--- src/rtl/encoder4_2_sequencer.sv ---
// encoder4_2_sequencer
//   Captures a one-hot-style request vector Y3..Y0 on a load strobe and
//   serialises it back into 2-bit binary codes {A,B}, one per valid/ready
//   transfer, in fixed priority order.
//
// Ports
//   clk      rising-edge clock
//   rst      asynchronous, active-high reset
//   enable   0 freezes all state and blocks load/transfer
//   load     capture strobe for Y3..Y0 (honoured only in IDLE with enable=1)
//   Y0..Y3   request lines
//   ready    consumer accepts the current code this cycle
//   A, B     code MSB / LSB of the currently selected line
//   valid    {A,B} holds a pending code
//   busy     serving a captured vector
//   none     one-cycle pulse: load captured an all-zero vector
//   done     one-cycle pulse: last pending code transferred
//
// Parameter
//   PRIORITY_HIGH  1: Y3 served first, 0: Y0 served first
//
// state    | meaning
// ---------+-----------------------------------------------
// ST_IDLE  | waiting for load; outputs idle
// ST_SERVE | presenting codes of remaining bits in pend
module encoder4_2_sequencer #(
  parameter bit PRIORITY_HIGH = 1'b1
) (
  input  logic clk,
  input  logic rst,
  input  logic enable,
  input  logic load,
  input  logic Y0,
  input  logic Y1,
  input  logic Y2,
  input  logic Y3,
  input  logic ready,
  output logic A,
  output logic B,
  output logic valid,
  output logic busy,
  output logic none,
  output logic done
);

  localparam logic [0:0] ST_IDLE  = 1'b0;
  localparam logic [0:0] ST_SERVE = 1'b1;

  logic [0:0] state;
  logic [3:0] pend;
  logic [3:0] pend_clr;
  logic [3:0] y_vec;
  logic [1:0] sel;
  logic       none_q;
  logic       done_q;
  logic       transfer;

  assign y_vec = {Y3, Y2, Y1, Y0};

  always_comb begin
    sel = 2'd0;
    if (PRIORITY_HIGH) begin
      if      (pend[3]) sel = 2'd3;
      else if (pend[2]) sel = 2'd2;
      else if (pend[1]) sel = 2'd1;
      else              sel = 2'd0;
    end else begin
      if      (pend[0]) sel = 2'd0;
      else if (pend[1]) sel = 2'd1;
      else if (pend[2]) sel = 2'd2;
      else              sel = 2'd3;
    end
  end

  assign busy     = (state == ST_SERVE);
  assign valid    = busy && enable;
  assign transfer = valid && ready;
  assign pend_clr = pend & ~(4'b0001 << sel);

  // Code is forced to 00 in IDLE so a stale selection never leaks out.
  assign A    = busy & sel[1];
  assign B    = busy & sel[0];
  assign none = none_q;
  assign done = done_q;

  always_ff @(posedge clk or posedge rst) begin
    if (rst) begin
      state  <= ST_IDLE;
      pend   <= 4'b0000;
      none_q <= 1'b0;
      done_q <= 1'b0;
    end else begin
      none_q <= 1'b0;
      done_q <= 1'b0;
      if (enable) begin
        case (state)
          ST_IDLE: begin
            if (load) begin
              pend <= y_vec;
              if (y_vec != 4'b0000) state  <= ST_SERVE;
              else                  none_q <= 1'b1;
            end
          end
          ST_SERVE: begin
            if (transfer) begin
              pend <= pend_clr;
              if (pend_clr == 4'b0000) begin
                state  <= ST_IDLE;
                done_q <= 1'b1;
              end
            end
          end
          default: state <= ST_IDLE;
        endcase
      end
    end
  end

endmodule

--- config.mk ---
export PLATFORM = sky130hd
export DESIGN_NAME = encoder4_2_sequencer
export DESIGN_NICKNAME = d
export VERILOG_FILES = /design/src/rtl/encoder4_2_sequencer.sv
export SDC_FILE = /design/constraint.sdc
export NUM_CORES = 1
export LEC_CHECK = 0
export ABC_AREA = 1
export BUFFER_PORTS_ARGS = -buffer_cell sky130_fd_sc_hd__buf_2
export CAP_MARGIN = 40
export CORE_AREA = 5 5 42 44
export DETAILED_ROUTE_END_ITERATION = 16
export DIE_AREA = 0 0 47 49
export HOLD_SLACK_MARGIN = 0.1
export PLACE_DENSITY = 0.5
export SYNTH_ARGS = -nofsm -noshare
export SYNTH_HDL_FRONTEND = slang
export SYNTH_SLANG_ARGS = --single-unit
--- constraint.sdc ---
create_clock -name clk -period 1.3 [get_ports clk]
set_input_delay 0.13 -clock clk [delete_from_list [all_inputs] [get_ports clk]]
set_output_delay 0.13 -clock clk [all_outputs]
set_load 0.01 [all_outputs]
==> flow_metrics.py, run 1 <==
metrics = {
    "floorplanning": {
        "dieArea_um2": 2300,
        "core.rowCount": 14,
        "top_level_ports": 15,
        "die_h_um": 49,
        "core-area_um2": 1400,
        "fp.dieW_um": 47,
        "start_util": 0.269,
    },
    "placement": {
        "post_dp_cell_area_um2": 467,
        "place_hpwl_um": 713,
        "gp_congestion": 0.708,
        "port_buffers": 14,
    },
    "synthesis": {
        "yosys_warnings": 0,
        "synth_cells": 51,
        "syn_area_per_cell_um2": 7.38,
        "synth_nets": 60,
        "synth.distinct_cells": 13,
        "syn_area_um2": 377,
        "yosysSeqAreaShare": 0.465,
        "ys_ff_latch": 7,
    },
    "sta": {
        "period_needed_ns": 1.19,
        "hold_viol_final": 0,
        "setup_tns_ns": 0,
        "worst_pin_slew_ns": 0.277,
        "period_share": 0.915,
        "slew_headroom": 0.814,
        "fmax_mhz": 841,
        "drv_slew": 0,
        "grt_setup_unrepaired": "no",
        "finalSetupViolCount": 0,
        "fin_skew_ns": 0.00119,
    },
    "power_and_ir_drop": {
        "p_switching_mw": 0.433,
        "p_seq_frac": 0.380,
        "leakage_nw": 0.290,
        "combPwrFrac": 0.420,
        "pwr-share-clk": 0.200,
        "switching_share": 0.422,
        "ir_worst_vdd_mv": 0.679,
        "p_int_mw": 0.593,
        "power_density_nw_per_um2": 2030,
    },
    "worst_setup_path": {
        "endpoint_kind": "output pin",
        "critPathKind": "reg -> out",
        "crit_fanout": 9,
        "crit_arrival_ns": 1.06,
        "cp-start-kind": "flip-flop",
        "worst_ep_required_time_ns": 1.17,
    },
    "layout": {
        "drive_above_1_share": 0.343,
        "nNetsFinal": 80,
        "design_area_um2": 504,
        "antenna_cells": 0,
        "area_delta_synth_final_pct": 33.9,
    },
    "drt": {
        "drtIter0Drc": 10,
        "via_per_inst": 4.45,
        "dr.pass1.iters": 4,
        "wl_per_cell_um": 10.3,
        "vias": 383,
        "drt_wl_total_um": 884,
        "drtAntennaViolNets": 0,
        "post-route-drc-count": 0,
    },
    "cts": {
        "cts_max_level": 1,
        "path_clk_slew_ns": 0.05,
        "cts_setup_buffers": 0,
        "clk_path_buf_depth": 2,
        "clock_latency_ns": 0.26,
        "cts_root_buf": "clkbuf_4",
        "cts_made_buffers": 3,
        "cts_tree": "yes",
        "cts.sinks": 7,
    },
    "grt": {
        "grt_use_total": 0.0977,
        "grt_pass1_vias": 369,
        "antenna_found_initial": 0,
        "grt_pass1_wl_um": 1560,
        "gr-total-overflow": 0,
        "grt_max_degree": 10,
    },
    "run": {
        "maxCapViolCount": 0,
    },
    "run_status": {
        "outcome": "completed",
    },
    "min_path": {
        "hold_class": "in -> reg",
    },
}
[metrics by stage]
| stage | total power, mW | util | hold slack (ns) | worst slack [ns] | cells |
|---|---|---|---|---|---|
| after floorplan | 0.669 | - | -0.0666 | 0.273 | 51 |
| after global placement | 0.822 | 0.333 | 0.0761 | 0.182 | 81 |
| after detailed placement | 0.819 | 0.333 | 0.0856 | 0.181 | 81 |
| after CTS | 1.03 | 0.359 | 0.134 | 0.0137 | 86 |
| after global routing | 1.12 | 0.360 | 0.153 | 0.0408 | 86 |
| final | 1.03 | 0.360 | 0.136 | 0.111 | 86 |
[final cells by class]
| cell class | instances | area, µm² |
|---|---|---|
| tap | 16 | 20.0 |
| clock buffer | 4 | 26.3 |
| inverter | 8 | 30.0 |
| multi-input combinational | 36 | 171 |
| timing repair buffer | 15 | 80.1 |
| sequential | 7 | 176 |
| fill | 164 | 897 |
[state kept, by name, indices dropped and copies added, names as in the netlist]
name	flops
busy	1
done	1
none	1
pend	4
[layer usage]
metal / global-route usage / routed length (µm) / share of wire / up-vias
met1: 0.130 / 420 / 0.48 / 160
met5: 0 / 0 / 0 / -
met2: 0.120 / 365 / 0.41 / 15
met4: 0.0829 / 38 / 0.043 / 0
met3: 0.0332 / 58 / 0.066 / 5
li1: - / - / - / 203
[cells in the mapped netlist]
cell type	number	area, µm²
a21oi_1	1	5.00
dfrtp_1	7	175
inv_1	7	26.3
inv_2	1	3.75
nand2_1	13	48.8
nand2_2	1	6.26
nand3_1	5	25.0
nand3_2	2	20.0
nand4_1	1	6.26
nor2_1	6	22.5
o21ai_0	2	10.0
o21ai_1	3	15.0
or2_2	2	12.5
[final timing paths]
kind,start,to,slack [ns],cells after the start
worst max-delay path,busy,B,0.11,3
worst min register to register,pend[0],pend[0],0.51,2
worst max register to register,busy,pend[1],0.20,5
worst min-delay path,Y3,pend[3],0.14,3
min in group asynchronous,rst,done,0.34,3
max in group asynchronous,rst,busy,0.73,3
[placed cells by master, fill, tap and decap left out]
cell type       n
inv_1           7
or2_2           2
nand3_1         5
clkbuf_4        3
dfrtp_2         1
dlygate4sd3_1   1
buf_2          14
clkbuf_1        1
nand4_1         1
nand2_2         1
dfrtp_1         6
nand2_1        13
a21oi_1         1
inv_2           1
nand3_2         2
o21ai_1         3
nor2_1          6
o21ai_0         2
[cells by family (layout without fill, tap and decap cells)]
kind of cell	Yosys count	after routing	share of synthesized area
compound gates	6	6	0.0797
buf+inv	8	27	0.0797
flops	7	7	0.465
simple gates	30	30	0.375
[worst max-delay path, stage by stage, from the launching register on]
cell and delay, ns:
dfrtp_2 0.44, inv_2 0.10, a21oi_1 0.12, buf_2 0.14
[power groups by stage]
stage | combinational, mW | clock, mW | sequential, mW
CTS | 0.436 | 0.212 | 0.384
detailed placement | 0.431 | 0 | 0.388
global route | 0.490 | 0.222 | 0.405
global placement | 0.437 | 0 | 0.385
finish | 0.431 | 0.205 | 0.390
floorplan | 0.289 | 0 | 0.380
[timing repair]
action                                  CTS  global route
endpoints found under the setup margin    0             2
hold buffers                              1             0
endpoints found under the hold margin     7             0
resized for setup                         0             1
Note: power is estimated with default switching activity, not from simulation.
==> run 2: changes to the inputs <==
--- a/config.mk
+++ b/config.mk
@@ -11,6 +11,7 @@
 export CORE_AREA = 5 5 42 44
 export DETAILED_ROUTE_END_ITERATION = 16
 export DIE_AREA = 0 0 47 49
+export GPL_TIMING_DRIVEN = 0
 export HOLD_SLACK_MARGIN = 0.1
 export PLACE_DENSITY = 0.5
 export SYNTH_ARGS = -nofsm -noshare
==> run 2 against run 1 <==
Net effect: utilization is the same; first-iteration DRC count shrank 60%; cell area is the same; hold slack improved by 0.0075 ns; sequential power about the same; sequential cell count unchanged; wire length decreased by 7.2%; critical endpoint unchanged.
==> flow_metrics.py, run 2 (synthesis results as in run 1) <==
metrics = {
    "grt": {
        "grt_max_degree": 10,
        "grt_pass1_wl_um": 1550,
        "grt_pass1_vias": 390,
        "gr-total-overflow": 0,
        "antenna_found_initial": 0,
        "grt_use_total": 0.0921,
    },
    "power_and_ir_drop": {
        "p_int_mw": 0.592,
        "switching_share": 0.415,
        "combPwrFrac": 0.420,
        "power_density_nw_per_um2": 2010,
        "pwr-share-clk": 0.197,
        "leakage_nw": 0.290,
        "p_seq_frac": 0.384,
        "p_switching_mw": 0.420,
        "ir_worst_vdd_mv": 0.715,
    },
    "cts": {
        "cts_made_buffers": 3,
        "cts_setup_buffers": 0,
        "clk_path_buf_depth": 2,
        "path_clk_slew_ns": 0.06,
        "cts_root_buf": "clkbuf_4",
        "cts_tree": "yes",
        "cts_max_level": 1,
        "clock_latency_ns": 0.25,
        "cts.sinks": 7,
    },
    "sta": {
        "slew_headroom": 0.820,
        "fin_skew_ns": 0.00445,
        "fmax_mhz": 859,
        "period_needed_ns": 1.16,
        "hold_viol_final": 0,
        "period_share": 0.895,
        "finalSetupViolCount": 0,
        "worst_pin_slew_ns": 0.270,
        "grt_setup_unrepaired": "no",
        "setup_tns_ns": 0,
        "drv_slew": 0,
    },
    "floorplanning": {
        "fp.dieW_um": 47,
        "dieArea_um2": 2300,
        "start_util": 0.269,
        "core-area_um2": 1400,
        "die_h_um": 49,
        "core.rowCount": 14,
        "top_level_ports": 15,
    },
    "run": {
        "maxCapViolCount": 0,
    },
    "layout": {
        "largest_reg_flops": 4,
        "final_cell_mix": "buf_2 (14), nand2_1 (13), inv_1 (7), nor2_1 (6), dfrtp_1 (6)",
        "final_common_cell": "buf_2",
        "drive_above_1_share": 0.343,
        "nNetsFinal": 80,
        "stdcell_count": 86,
        "multi_input_area_um2": 171,
        "area_delta_synth_final_pct": 33.9,
        "antenna_cells": 0,
        "largest_register": "pend",
        "seqCellArea_um2": 176,
        "n_fill_cell": 158,
    },
    "worst_setup_path": {
        "endpoint_kind": "output pin",
        "critPathKind": "reg -> out",
        "critPathBufInv": 2,
        "cp-start-kind": "flip-flop",
        "worst_ep_required_time_ns": 1.17,
        "crit_fanout": 9,
        "crit_path_max_incr_delay_ns": 0.44,
        "cp_slowest_cell": "dfrtp_2",
        "cp_top_family": "flip-flops",
        "crit_arrival_ns": 1.03,
        "regToRegSetupSlack_ns": 0.23,
        "crit_chain": "inv_2 > a21oi_1 > buf_2",
    },
    "drt": {
        "post-route-drc-count": 0,
        "vias": 359,
        "drtIter0Drc": 4,
        "via_per_inst": 4.17,
        "drtAntennaViolNets": 0,
        "drt_wl_total_um": 820,
        "dr.pass1.iters": 4,
        "wl_per_cell_um": 9.53,
    },
    "placement": {
        "port_buffers": 14,
        "dp.cells": 81,
        "gp_congestion": 0.729,
        "place_hpwl_um": 659,
    },
    "run_status": {
        "outcome": "completed",
    },
    "min_path": {
        "hold_class": "in -> reg",
    },
}
-- run 2: cell counts in the layout (fill, tap and decap cells not counted) --
No cell type changed its count.
-- run 2: layout make-up --
cell class / count / area share
Sequential cell: 7 / 0.350
Clock buffer: 4 / 0.0521
Timing Repair Buffer: 15 / 0.159
Inverter: 8 / 0.0596
Multi-Input combinational cell: 36 / 0.340
Tap cell: 16 / 0.0397
-- run 2: path summary, 6_finish.rpt --
check / from / endpoint / cells after the start
max: busy / B / 3
max in group asynchronous: rst / busy / 3
min: Y3 / pend[3] / 3
max reg2reg: busy / pend[1] / 5
min in group asynchronous: rst / pend[1] / 3
min reg2reg: pend[0] / pend[0] / 2
-- run 2: power by group through the flow --
| stage | registers, mW | clock network, mW | logic (mW) |
|---|---|---|---|
| floorplan | 0.380 | 0 | 0.289 |
| global placement | 0.391 | 0 | 0.429 |
| detailed placement | 0.390 | 0 | 0.429 |
| CTS | 0.388 | 0.207 | 0.434 |
| global route | 0.405 | 0.220 | 0.497 |
| finish | 0.388 | 0.199 | 0.425 |
-- run 2: through the flow --
| stage | util | area (µm²) | setup slack [ns] | hold WS [ns] | power, mW |
|---|---|---|---|---|---|
| 2_1_floorplan | - | 377 | 0.273 | -0.0666 | 0.669 |
| 3_3_place_gp | 0.333 | 467 | 0.180 | 0.0697 | 0.820 |
| 3_5_place_dp | 0.333 | 467 | 0.188 | 0.0780 | 0.819 |
| 4_1_cts | 0.359 | 503 | 0.00612 | 0.140 | 1.03 |
| 5_1_grt | 0.360 | 504 | 0.0335 | 0.163 | 1.12 |
| 6_report | 0.360 | 504 | 0.136 | 0.144 | 1.01 |
-- run 2: worst register-to-register path: cells and delay by family (launching register included) --
family / cells / cell delay [ns]
buf+inv: 1 / 0.13
simple gates: 3 / 0.34
compound gates: 1 / 0.07
flops: 1 / 0.46
-- run 2: repair_timing --
item                                    in CTS  in global routing
resized for setup                            0                  1
hold buffers                                 1                  0
endpoints found under the hold margin        7                  0
endpoints found under the setup margin       0                  2
-- run 2: metal layers --
metal  routed length, µm  up-vias  part of all wire  GRT usage
li1                    -      200                 -          -
met4                   0        0                 0     0.0691
met2                 366       14              0.45      0.129
met1                 405      145              0.49      0.123
met3                  49        0             0.060     0.0111
met5                   0        -                 0          0
